$ cat config.mk
export PLATFORM = sky130hd
export DESIGN_NAME = muldiv_iter_flat
export DESIGN_NICKNAME = d
export VERILOG_FILES = /design/src/rtl/muldiv_iter_if.sv /design/src/rtl/muldiv_iter.sv /design/src/flat_wrapper.sv
export SDC_FILE = /design/constraint.sdc
export NUM_CORES = 1
export LEC_CHECK = 0
export BUFFER_PORTS_ARGS = -buffer_cell sky130_fd_sc_hd__buf_2
export CAP_MARGIN = 40
export CELL_PAD_IN_SITES_DETAIL_PLACEMENT = 2
export CELL_PAD_IN_SITES_GLOBAL_PLACEMENT = 2
export CORE_AREA = 2 2 216 218
export DETAILED_ROUTE_END_ITERATION = 12
export DIE_AREA = 0 0 218 220
export PLACE_DENSITY_LB_ADDON = 0.25
export SETUP_SLACK_MARGIN = 0.3
export SLEW_MARGIN = 20
export SYNTH_ARGS = -nofsm -noshare
export SYNTH_HDL_FRONTEND = slang
export SYNTH_SLANG_ARGS = --single-unit
$ cat constraint.sdc
create_clock -name clk -period 6 [get_ports clk]
set_clock_uncertainty 0.15 [all_clocks]
set_input_delay 0.3 -clock clk [delete_from_list [all_inputs] [get_ports clk]]
set_output_delay 0.3 -clock clk [all_outputs]
set_load 0.01 [all_outputs]
$ cat src/rtl/muldiv_iter_if.sv
// rtl/muldiv_iter_if.sv - start/busy/done handshake bundle for the iterative mul/div unit
interface muldiv_iter_if;
  logic        start;
  logic [2:0]  funct3;
  logic [31:0] op_a;
  logic [31:0] op_b;
  logic        busy;
  logic        done;
  logic [31:0] result;

  modport master (output start, funct3, op_a, op_b, input busy, done, result);
  modport slave  (input start, funct3, op_a, op_b, output busy, done, result);
endinterface

$ cat src/rtl/muldiv_iter.sv
// rtl/muldiv_iter.sv - iterative RV32M multiply/divide, 32 iterations per op
module muldiv_iter (
  input  logic         clk,
  input  logic         rst,
  muldiv_iter_if.slave bus
);

  typedef enum logic [1:0] {S_IDLE, S_CALC, S_DONE} state_t;

  state_t      state_q, state_d;
  logic [4:0]  cnt_q, cnt_d;
  logic [2:0]  funct3_q, funct3_d;
  logic [31:0] opnd_q, opnd_d;    // multiplicand (mul) or divisor (div) magnitude
  logic [32:0] acc_q, acc_d;      // running high product / partial remainder
  logic [31:0] lo_q, lo_d;        // multiplier bits (mul) or dividend/quotient (div)
  logic        neg_q, neg_d;      // product or quotient must be negated
  logic        rneg_q, rneg_d;    // remainder must be negated
  logic [31:0] result_q, result_d;

  // Operand decode at the start edge: signedness, magnitudes, special cases
  logic        is_div_in, a_sgn_in, b_sgn_in, a_neg, b_neg;
  logic [31:0] a_mag, b_mag, special_res;
  logic        div_zero, div_ovf;

  assign is_div_in = bus.funct3[2];
  // MUL's low half is sign-agnostic, so it shares MULH's signed path
  assign a_sgn_in  = is_div_in ? ~bus.funct3[0] : (bus.funct3[1:0] != 2'b11);
  assign b_sgn_in  = is_div_in ? ~bus.funct3[0] : ~bus.funct3[1];
  assign a_neg     = a_sgn_in & bus.op_a[31];
  assign b_neg     = b_sgn_in & bus.op_b[31];
  assign a_mag     = a_neg ? (32'd0 - bus.op_a) : bus.op_a;
  assign b_mag     = b_neg ? (32'd0 - bus.op_b) : bus.op_b;
  assign div_zero  = is_div_in && (bus.op_b == 32'd0);
  assign div_ovf   = is_div_in && !bus.funct3[0] &&
                     (bus.op_a == 32'h8000_0000) && (bus.op_b == 32'hFFFF_FFFF);
  assign special_res = div_zero ? (bus.funct3[1] ? bus.op_a : 32'hFFFF_FFFF)
                                : (bus.funct3[1] ? 32'd0    : 32'h8000_0000);

  // One iteration step: shift-add for multiply, restoring shift-subtract for divide
  logic [32:0] mul_sum;
  logic [32:0] div_shift;
  logic [33:0] div_diff;
  logic [32:0] acc_n;
  logic [31:0] lo_n;
  logic [63:0] prod, prod_s;
  logic [31:0] quo_s, rem_s, final_res;

  assign mul_sum   = {1'b0, acc_q[31:0]} + (lo_q[0] ? {1'b0, opnd_q} : 33'd0);
  assign div_shift = {acc_q[31:0], lo_q[31]};
  assign div_diff  = {1'b0, div_shift} - {2'b00, opnd_q};

  // Select the next accumulator/low word for the active operation class
  always_comb begin
    acc_n = acc_q;
    lo_n  = lo_q;
    if (funct3_q[2]) begin
      if (!div_diff[33]) begin
        acc_n = div_diff[32:0];
        lo_n  = {lo_q[30:0], 1'b1};
      end else begin
        acc_n = div_shift;
        lo_n  = {lo_q[30:0], 1'b0};
      end
    end else begin
      acc_n = {1'b0, mul_sum[32:1]};
      lo_n  = {mul_sum[0], lo_q[31:1]};
    end
  end

  assign prod      = {acc_n[31:0], lo_n};
  assign prod_s    = neg_q ? (64'd0 - prod) : prod;
  assign quo_s     = neg_q ? (32'd0 - lo_n) : lo_n;
  assign rem_s     = rneg_q ? (32'd0 - acc_n[31:0]) : acc_n[31:0];
  assign final_res = funct3_q[2] ? (funct3_q[1] ? rem_s : quo_s)
                                 : ((funct3_q[1:0] == 2'b00) ? prod_s[31:0] : prod_s[63:32]);

  // Next-state and datapath register updates
  always_comb begin
    state_d  = state_q;
    cnt_d    = cnt_q;
    funct3_d = funct3_q;
    opnd_d   = opnd_q;
    acc_d    = acc_q;
    lo_d     = lo_q;
    neg_d    = neg_q;
    rneg_d   = rneg_q;
    result_d = result_q;
    case (state_q)
      S_IDLE: begin
        if (bus.start) begin
          funct3_d = bus.funct3;
          cnt_d    = 5'd0;
          acc_d    = 33'd0;
          opnd_d   = is_div_in ? b_mag : a_mag;
          lo_d     = is_div_in ? a_mag : b_mag;
          neg_d    = a_neg ^ b_neg;
          rneg_d   = a_neg;
          if (div_zero || div_ovf) begin
            result_d = special_res;
            state_d  = S_DONE;
          end else begin
            state_d  = S_CALC;
          end
        end
      end
      S_CALC: begin
        acc_d = acc_n;
        lo_d  = lo_n;
        cnt_d = cnt_q + 5'd1;
        if (cnt_q == 5'd31) begin
          result_d = final_res;
          state_d  = S_DONE;
        end
      end
      default: state_d = S_IDLE;
    endcase
  end

  // State and datapath registers; reset aborts any operation in flight
  always_ff @(posedge clk or posedge rst) begin
    if (rst) begin
      state_q  <= S_IDLE;
      cnt_q    <= 5'd0;
      funct3_q <= 3'd0;
      opnd_q   <= 32'd0;
      acc_q    <= 33'd0;
      lo_q     <= 32'd0;
      neg_q    <= 1'b0;
      rneg_q   <= 1'b0;
      result_q <= 32'd0;
    end else begin
      state_q  <= state_d;
      cnt_q    <= cnt_d;
      funct3_q <= funct3_d;
      opnd_q   <= opnd_d;
      acc_q    <= acc_d;
      lo_q     <= lo_d;
      neg_q    <= neg_d;
      rneg_q   <= rneg_d;
      result_q <= result_d;
    end
  end

  assign bus.busy   = (state_q == S_CALC);
  assign bus.done   = (state_q == S_DONE);
  assign bus.result = result_q;

endmodule

$ cat src/flat_wrapper.sv
// flat-port wrapper written by rule: the top's interface ports become plain ports
module muldiv_iter_flat 
  (clk, rst, bus_start, bus_funct3, bus_op_a, bus_op_b, bus_busy, bus_done, bus_result);
  muldiv_iter_if bus_i ();
  input  logic clk;
  input  logic rst;
  input wire logic [$bits(bus_i.start)-1:0] bus_start;
  input wire logic [$bits(bus_i.funct3)-1:0] bus_funct3;
  input wire logic [$bits(bus_i.op_a)-1:0] bus_op_a;
  input wire logic [$bits(bus_i.op_b)-1:0] bus_op_b;
  output wire logic [$bits(bus_i.busy)-1:0] bus_busy;
  output wire logic [$bits(bus_i.done)-1:0] bus_done;
  output wire logic [$bits(bus_i.result)-1:0] bus_result;
  assign bus_i.start = bus_start;
  assign bus_i.funct3 = bus_funct3;
  assign bus_i.op_a = bus_op_a;
  assign bus_i.op_b = bus_op_b;
  assign bus_busy = bus_i.busy;
  assign bus_done = bus_i.done;
  assign bus_result = bus_i.result;
  muldiv_iter u_core (.clk(clk), .rst(rst), .bus(bus_i));
endmodule
=== After elaboration in Yosys (flattened, before gate mapping) ===
Index checks and enable logic that the tools add are counted.

* Bits in registers: 140
* Latch bits: 0
* Bits in writable memories: 0
* Memory bits (read-only): 0
* Input bits: 70
* Output and inout port bits: 34
* Word-level logic and storage cells: 79
* Memories kept: 0

* Add/subtract/negate cells: 8
* Multiply operators: 0
* Div/mod/pow operators: 0
* $lt $le $gt $ge: 0
* Equal/unequal tests: 9
* Shift operators: 0
* Mux-type cells: 34
* Bitwise logic cells: 5
* Reduce and logical (&&, ||, !) cells: 14

{| class="wikitable"
|+ Operators by type and width
! operator !! number
|-
| 32-bit 2-to-1 mux || 21
|-
| 32-bit case mux with 2 select lines || 3
|-
| 1-bit by 32-bit subtractor with 32-bit output, first input constant || 4
|-
| 32-bit == test, second input constant || 2
|-
| 64-bit 2-to-1 mux || 1
|-
| 1-bit by 64-bit subtractor with 64-bit output, first input constant || 1
|-
| 33-bit by 32-bit subtractor with 34-bit output || 1
|-
| 32-bit by 32-bit adder with 33-bit output || 1
|-
| 32-bit zero test || 1
|-
| 5-bit case mux with 2 select lines || 1
|-
| 2-bit 2-to-1 mux || 3
|-
| 2-bit AND reduction || 3
|-
| 5-bit by 1-bit adder with 5-bit output, second input constant || 1
|-
| 5-bit == test, second input constant || 1
|-
| 5-bit 2-to-1 mux || 1
|-
| 1-bit logical AND || 4
|-
| 2-bit zero test || 2
|-
| 2-bit by 1-bit inequality test with 1-bit output, second input constant || 2
|-
| 2-bit inequality test, second input constant || 2
|-
| 2-bit case mux with 2 select lines || 1
|-
| 4-bit AND reduction || 1
|-
| 1-bit 2-to-1 mux || 3
|-
| 1-bit AND || 2
|-
| 2-bit by 1-bit == test with 1-bit output, second input constant || 1
|-
| other kinds (6) || 7
|}

=== Longest topological paths before layout ===
Gate-level depths: netlist (run 1).

* Depth after elaboration: 9
* Depth in mapped cells: 23
* Depth with buffers taken out: 22

=== Worst setup path before layout (run 1) ===
Ideal clock, no wire load.

* Path type: register to register
* Start: register u_core.acc_q[21]
* End: register u_core.result_q[26], in the netlist u_core.bus.result[26]
* Setup time: 126 ps
* Data arrival time: 4139 ps
* Required time: 5724 ps
* Path slack: 1585 ps
* Cell stages (with the launch flop): 23
* Buffers on the path: 1
* Clock period less this slack: 4415 ps
* Cells stage by stage: dfrtp_1 ha_1 buf_4 a21oi_2 o21ai_1 a221oi_4 nand2_4 o21ai_2 o21ai_1 inv_1 ha_1 nand2_1 nor4_1 nor2b_1 nand2b_1 nor2_1 nand3_1 nor2_4 nand2_2 o31ai_2 xor2_1 a221oi_1 nor2_1

* Word-level cells in the longest chain between the ends: 9
* Elaborated cells between the ends (all ways): 17
* Classes of those cells: add/sub: 5; mux: 12

{| class="wikitable"
|+ Ends and longest elaborated chain
! what !! line !! RTL
|-
| start, declared || muldiv_iter.sv:14 || <nowiki>logic [32:0] acc_q, acc_d;</nowiki>
|-
| start signal, assigned || muldiv_iter.sv:126 || <nowiki>acc_q <= 33'd0;</nowiki>
|-
| start signal, assigned || muldiv_iter.sv:136 || <nowiki>acc_q <= acc_d;</nowiki>
|-
| 33-bit by 32-bit subtractor with 34-bit output || muldiv_iter.sv:50 || <nowiki>assign div_diff = {1'b0, div_shift} - {2'b00, opnd_q};</nowiki>
|-
| 1-bit 2-to-1 mux / 32-bit 2-to-1 mux (equally long branches) || muldiv_iter.sv:57 || <nowiki>if (!div_diff[33]) begin</nowiki>
|-
| 32-bit 2-to-1 mux || muldiv_iter.sv:56 || <nowiki>if (funct3_q[2]) begin</nowiki>
|-
| 1-bit by 64-bit subtractor with 64-bit output (tied with other cells) || muldiv_iter.sv:71 || <nowiki>assign prod_s = neg_q ? (64'd0 - prod) : prod;</nowiki>
|-
| 64-bit 2-to-1 mux (tied with other cells) || muldiv_iter.sv:71 ||
|-
| 32-bit 2-to-1 mux (on tied branches) || muldiv_iter.sv:75, muldiv_iter.sv:74 ||
|-
| 32-bit 2-to-1 mux * || muldiv_iter.sv:74 || <nowiki>assign final_res = funct3_q[2] ? (funct3_q[1] ? rem_s : quo_s)</nowiki>
|-
| 32-bit 2-to-1 mux * || muldiv_iter.sv:110 || <nowiki>if (cnt_q == 5'd31) begin</nowiki>
|-
| 32-bit case mux with 2 select lines * || muldiv_iter.sv:88 || <nowiki>case (state_q)</nowiki>
|-
| end signal, assigned || muldiv_iter.sv:140 || <nowiki>result_q <= result_d;</nowiki>
|-
| end, declared || muldiv_iter.sv:18 || <nowiki>logic [31:0] result_q, result_d;</nowiki>
|}

Every way passes the cells marked *; elsewhere a longest branch is shown, timed or not. The select of a mux whose other input is x is not followed.
A chain may end at the register's enable or synchronous reset.

=== Final worst setup path (run 1) ===
* Start: register u_core.lo_q[0]
* End: register u_core.result_q[23], in the netlist u_core.bus.result[23]

* Word-level cells in the longest chain between the ends: 9
* Elaborated cells between the ends (all ways): 15
* Classes of those cells: add/sub: 4; mux: 11

{| class="wikitable"
|+ Ends and longest elaborated chain
! what !! line !! RTL
|-
| start, declared || muldiv_iter.sv:15 || <nowiki>logic [31:0] lo_q, lo_d;</nowiki>
|-
| start signal, assigned || muldiv_iter.sv:137 || <nowiki>lo_q <= lo_d;</nowiki>
|-
| 32-bit 2-to-1 mux || muldiv_iter.sv:48 || <nowiki>assign mul_sum = {1'b0, acc_q[31:0]} + (lo_q[0] ? {1'b0, opnd_q} : 33'd0);</nowiki>
|-
| 32-bit by 32-bit adder with 33-bit output || muldiv_iter.sv:48 ||
|-
| 32-bit 2-to-1 mux || muldiv_iter.sv:56 ||
|-
| 1-bit by 64-bit subtractor with 64-bit output / 1-bit by 32-bit subtractor with 32-bit output (equally long branches) || muldiv_iter.sv:71, muldiv_iter.sv:73 ||
|-
| 64-bit 2-to-1 mux / 32-bit 2-to-1 mux (equally long branches) || muldiv_iter.sv:71, muldiv_iter.sv:73 ||
|-
| 32-bit 2-to-1 mux (on tied branches) || muldiv_iter.sv:75, muldiv_iter.sv:74 ||
|-
| 32-bit 2-to-1 mux * || muldiv_iter.sv:74 ||
|-
| 32-bit 2-to-1 mux * || muldiv_iter.sv:110 ||
|-
| 32-bit case mux with 2 select lines * || muldiv_iter.sv:88 ||
|}

Marks and branches as above.

==> flow_summary.yaml, run 1 <==
setup_path:
  setup.worst_path.end_class: "flip-flop"
  cp_max_fo: 14
  start_kind: "flip-flop"
  cp.required_ps: 6180
  arrival_ps: 5710
  criticalPathCategory: "flip-flop to flip-flop"
logic_synthesis:
  syn-cell-area_um2: 16760
  avgSynthCellArea_um2: 7.432
  yosys_warnings: 0
  synthCells: 2255
  syn_nets: 2398
  synth.ff_latch_count: 140
  async_flop_share_pct: 100.0
  synth_edf_count: 0
  synth_ff_type: "dfrtp_1"
  seq_area_frac_synth_pct: 20.90
  synth_cell_type_count: 112
detailed_routing:
  via_per_inst: 6.419
  drt-total-wl_um: 86960
  num_vias: 19070
  wl_per_cell_um: 29.27
  ant_nets: 0
  drt_iter0_drc: 1518
  dr.pass1.iters: 5
  drc_errors: 0
outcome:
  status: "completed"
floorplan:
  io_pins: 104
  die-width_um: 218
  die_height_um: 220
  initial_core_util_pct: 36.54
  core_area_um2: 45860
  rows: 79
  die_area_um2: 47960
placement:
  portBuffers: 103
  place_area_um2: 18210
  hpwl_um: 69350
  gp_congestion: 0.9283
  pre_cts_ws_ps: 487.3
sta:
  rsz0062_at_grt: "false"
  layout_min_cycle_time_ps: 5526
  fin_setup_tns_ps: 0
  period_share_pct: 92.10
  fin_ws_ps: 473.9
  max_slew_margin_pct: 31.15
  tightest_slew_ps: 1026
  max_freq_mhz: 181.0
  setup_viol: 0
  finalMaxSlewViolations: 0
  finalHoldViolCount: 0
clock_tree:
  postCtsSetupRepairBufs: 0
  worst_skew_pair.late_latency_ps: 470
  htreeDepth: 4
  clk_path_buf_depth: 2
  cts_tree: "built"
  path_clk_slew_ps: 70
  cts_sinks: 140
  numCtsBuffers: 17
  root_buffer: "clkbuf_16"
finish:
  seq_area_um2: 3507
  fillerInstances: 5421
  layout_common_cells: "246 x nand2_1, 227 x nor2_1, 194 x a21oi_1, 182 x o21ai_0, 139 x dfrtp_1"
  multiInputGateArea_um2: 12310
  final_common_cell: "nand2_1"
  fin_nets: 2492
  postLayoutCellArea_um2: 18880
  drive_above_1_share_pct: 14.73
  areaGrowthSynthToFinish_pct: 12.66
flow_run:
  max-cap-violations: 0
global_routing:
  grt_usage_pct: 35.99
  gr-total-overflow: 0
  grt_antenna_before_repair: 4
  grt_pass1_wl_um: 129400
  grt_pass1_vias: 20100
  grt_max_degree: 79
hold_path:
  min_path_type: "input port to flip-flop"
-- synth_stat cells (16+ instances only) --
library cell | number | area share, %
nand2_1 | 246 | 5.5
a22o_1 | 20 | 1.0
ha_1 | 71 | 5.3
o22a_1 | 18 | 0.94
mux2i_1 | 45 | 2.7
a21oi_1 | 194 | 5.8
dfrtp_1 | 140 | 21
or3_1 | 16 | 0.60
o31ai_1 | 29 | 1.3
nand3_1 | 46 | 1.4
xnor2_1 | 98 | 5.1
o221ai_1 | 23 | 1.2
nand4_1 | 34 | 1.3
a211oi_1 | 19 | 0.85
a31oi_1 | 49 | 1.8
and2_1 | 46 | 1.7
nor3_1 | 61 | 1.8
nor2_1 | 227 | 5.1
a221oi_1 | 24 | 1.3
o211ai_1 | 31 | 1.4
inv_1 | 83 | 1.9
buf_2 | 25 | 0.75
xor2_1 | 71 | 3.7
nand2b_1 | 16 | 0.60
o21ai_0 | 182 | 5.4
clkbuf_1 | 84 | 1.9
o21ai_1 | 18 | 0.54
a21o_1 | 40 | 1.8
-- per-stage QoR --
| step | hold slack [ps] | instances | util [%] |
|---|---|---|---|
| 6_report | 10.29 | 2971 | 41.17 |
| 5_1_grt | 12.76 | 2969 | 41.16 |
| 4_1_cts | 1.552 | 2963 | 40.96 |
| 3_5_place_dp | 331.6 | 2930 | 39.70 |
| 3_3_place_gp | 320.6 | 2925 | 39.57 |
| 2_1_floorplan | 299.4 | 2255 | - |
-- layer usage --
layer  vias to the layer above  part of all wire (%)  global-route usage (%)
met5                         -                     0                       0
met4                         0                   5.7                   19.18
met3                       205                   4.8                   4.500
met2                       602                    48                   61.88
met1                      9779                    41                   43.82
li1                       8484                     -                       -
-- state kept, by name, indices dropped and copies added, names as in the netlist --
| name | cells |
|---|---|
| u_core.rneg_q | 1 |
| u_core.bus.result | 32 |
| u_core.state_q | 2 |
| u_core.acc_q | 32 |
| u_core.funct3_q | 3 |
| u_core.opnd_q | 32 |
| u_core.cnt_q | 5 |
| u_core.neg_q | 1 |
| u_core.lo_q | 32 |
-- cell families (layout without fill, tap and decap cells) --
group	Yosys count	after routing	share of synthesized area [%]
buffers and inverters	224	331	5.853
muxes	58	58	3.561
and+or+nand+nor	801	801	23.56
DFF	140	140	20.90
adders and majority gates	73	73	5.540
AOI/OAI and AO/OA	790	790	31.75
xor gates and xnor gates	169	169	8.832
other	0	2	0
-- final timing paths --
path	from	endpoint	slack (ps)	cells past startpoint
setup / recovery	u_core.lo_q[0]	u_core.bus.result[23]	470	19
hold / removal	bus_funct3[0]	u_core.funct3_q[0]	10	2
setup reg to reg	u_core.lo_q[0]	u_core.bus.result[23]	470	19
hold reg to reg	u_core.bus.result[19]	u_core.bus.result[19]	340	1
max in group asynchronous	rst	u_core.opnd_q[27]	4620	5
min in group asynchronous	rst	u_core.funct3_q[2]	140	3
-- what timing repair did --
item / 4_1_cts / 5_1_grt
hold endpoints to repair: 77 / 0
hold buffers: 1 / 0
endpoints found under the setup margin: 0 / 16
resized for setup: 0 / 4
-- critical path, cell delays in order (launching register included) --
cell,delay (ps)
dfrtp_1,660
buf_4,340
buf_4,230
and2_1,240
ha_1,320
a21oi_1,290
o21ai_0,150
a21oi_1,190
nor2_1,60
nor3b_1,470
xnor2_1,170
mux2_2,350
nor4b_1,370
buf_4,190
nand4_1,260
nand2_1,200
xor2_1,80
a2111oi_0,430
buf_4,190
a21oi_1,60
-- final cells by class --
type,count,share of cell area [%]
Inverter,84,1.696
Timing Repair Buffer,215,7.435
Multi-Input combinational cell,1891,65.22
Tap cell,607,4.023
Antenna cell,2,0.02651
Sequential cell,140,18.58
Clock buffer,19,2.346
Clock inverter,13,0.6759
Power of run 1 is left out: the tool's default activity adds up to more than one toggle a clock period on the data nets, which glitch-free logic cannot reach.
==> run 2, diff against run 1 <==
Settings changed: CORE_AREA 2 2 216 218 to 2 2 208 210, DIE_AREA 0 0 218 220 to 0 0 210 212.
Clock period 6 ns to 6.57 ns, I/O delays scaled along.
==> flow_summary.yaml, run 2 (synthesized netlist as in run 1, its figures left out) <==
setup_path:
  timing.rr.start: "u_core.acc_q[7]"
  crit_path_start: "u_core.acc_q[7]"
  cp_max_fo: 18
  criticalPathCategory: "flip-flop to flip-flop"
  crit_end: "u_core.bus.result[26]"
  setup.worst_path.end_class: "flip-flop"
  start_kind: "flip-flop"
  cp.required_ps: 6770
  arrival_ps: 5960
  r2r_slack_ps: 810
  timing.rr.end: "u_core.bus.result[26]"
  r2r_cells: 21
placement:
  gp_congestion: 0.9552
  place_inst: 2819
  portBuffers: 103
  hpwl_um: 67160
finish:
  drive_above_1_share_pct: 12.73
  final_common_cell: "nand2_1"
  areaGrowthSynthToFinish_pct: 9.930
  post-route-util_pct: 43.34
  fin_nets: 2439
  final_cells: 2857
  layout_common_cells: "246 x nand2_1, 227 x nor2_1, 194 x a21oi_1, 182 x o21ai_0, 139 x dfrtp_1"
detailed_routing:
  drt-total-wl_um: 85340
  via_per_inst: 6.604
  drt_iter0_drc: 1608
  drc_errors: 0
  wl_per_cell_um: 29.87
  dr.pass1.iters: 5
  num_vias: 18870
  ant_nets: 0
sta:
  layout_min_cycle_time_ps: 5758
  max_freq_mhz: 173.7
  period_share_pct: 87.64
  finalHoldViolCount: 0
  max_slew_margin_pct: 37.10
  rsz0062_at_grt: "false"
  setup_viol: 0
  fin_setup_tns_ps: 0
  tightest_slew_ps: 933.7
  finalMaxSlewViolations: 0
global_routing:
  grt_pass1_vias: 19900
  grt_max_degree: 75
  gr-total-overflow: 0
  grt_pass1_wl_um: 127900
  grt_antenna_before_repair: 2
  grt_usage_pct: 38.32
floorplan:
  io_pins: 104
  rows: 76
  die-width_um: 210
  die_height_um: 212
  core_area_um2: 42510
  initial_core_util_pct: 39.43
  die_area_um2: 44520
flow_run:
  max-cap-violations: 0
clock_tree:
  worst_skew_pair.late_latency_ps: 480
  path_clk_slew_ps: 70
  cts_sinks: 140
  root_buffer: "clkbuf_16"
  clk_path_buf_depth: 2
  htreeDepth: 4
  numCtsBuffers: 17
  postCtsSetupRepairBufs: 0
  cts_tree: "built"
hold_path:
  min_path_type: "input port to flip-flop"
outcome:
  status: "completed"
==> run 2: worst min-delay path by stage <==
stage                              start  slack, ps                    to  cells after the start
finish                     bus_funct3[0]         30    u_core.funct3_q[0]                      2
global route               bus_funct3[0]         40    u_core.funct3_q[0]                      2
CTS                        bus_funct3[0]         30    u_core.funct3_q[0]                      2
detailed placement  u_core.bus.result[8]        320  u_core.bus.result[8]                      2
global placement    u_core.bus.result[8]        310  u_core.bus.result[8]                      2
floorplan                u_core.cnt_q[3]        300       u_core.cnt_q[3]                      1
==> run 2: stage by stage <==
stage	hold WS, ps	area (µm²)	worst slack [ps]
final	31.49	18420	811.9
after global routing	37.50	18420	437.3
after CTS	26.06	18380	714.7
after detailed placement	323.1	17730	770.2
after global placement	313.0	17680	1047
after floorplan	299.4	16760	2155
==> run 2: cell type report <==
cell class / count / area (µm²)
sequential: 140 / 3507
clock inverter: 11 / 166.4
antenna: 2 / 5.005
tap: 546 / 683.2
timing repair buffer: 162 / 963.4
clock buffer: 21 / 470.5
inverter: 84 / 320.3
fill: 5061 / 24080
multi-input combinational: 1891 / 12310
==> run 2: routing by layer <==
layer | wire length, µm | share of wire (%) | track usage (%)
met5 | 0 | 0 | 0
met4 | 5340 | 6.3 | 22.94
met3 | 4032 | 4.7 | 3.781
met2 | 40820 | 48 | 65.01
met1 | 35150 | 41 | 47.34
==> run 2: worst max-delay path, stage by stage (launching register included) <==
cell and delay, ps:
dfrtp_1 430, ha_1 420, a21oi_1 280, o21ai_2 180, a21oi_2 290, a31oi_4 360, o21ai_4 430, o21ai_1 170
inv_1 180, ha_1 240, nand2_1 80, nor4_2 320, nor2b_1 320, nand2b_1 150, nor2_1 170, nand3_1 220
nor2_4 260, nand2_2 140, o31ai_2 290, xor2_1 130, a221oi_1 320, nor2_1 70
==> run 2: timing repair <==
| action | CTS | global route |
|---|---|---|
| resized for setup | 0 | 2 |
| endpoints found under the setup margin | 0 | 7 |
| endpoints found under the hold margin | 73 | 0 |
| hold buffers | 1 | 0 |
Power of run 2 is left out for the same reason.
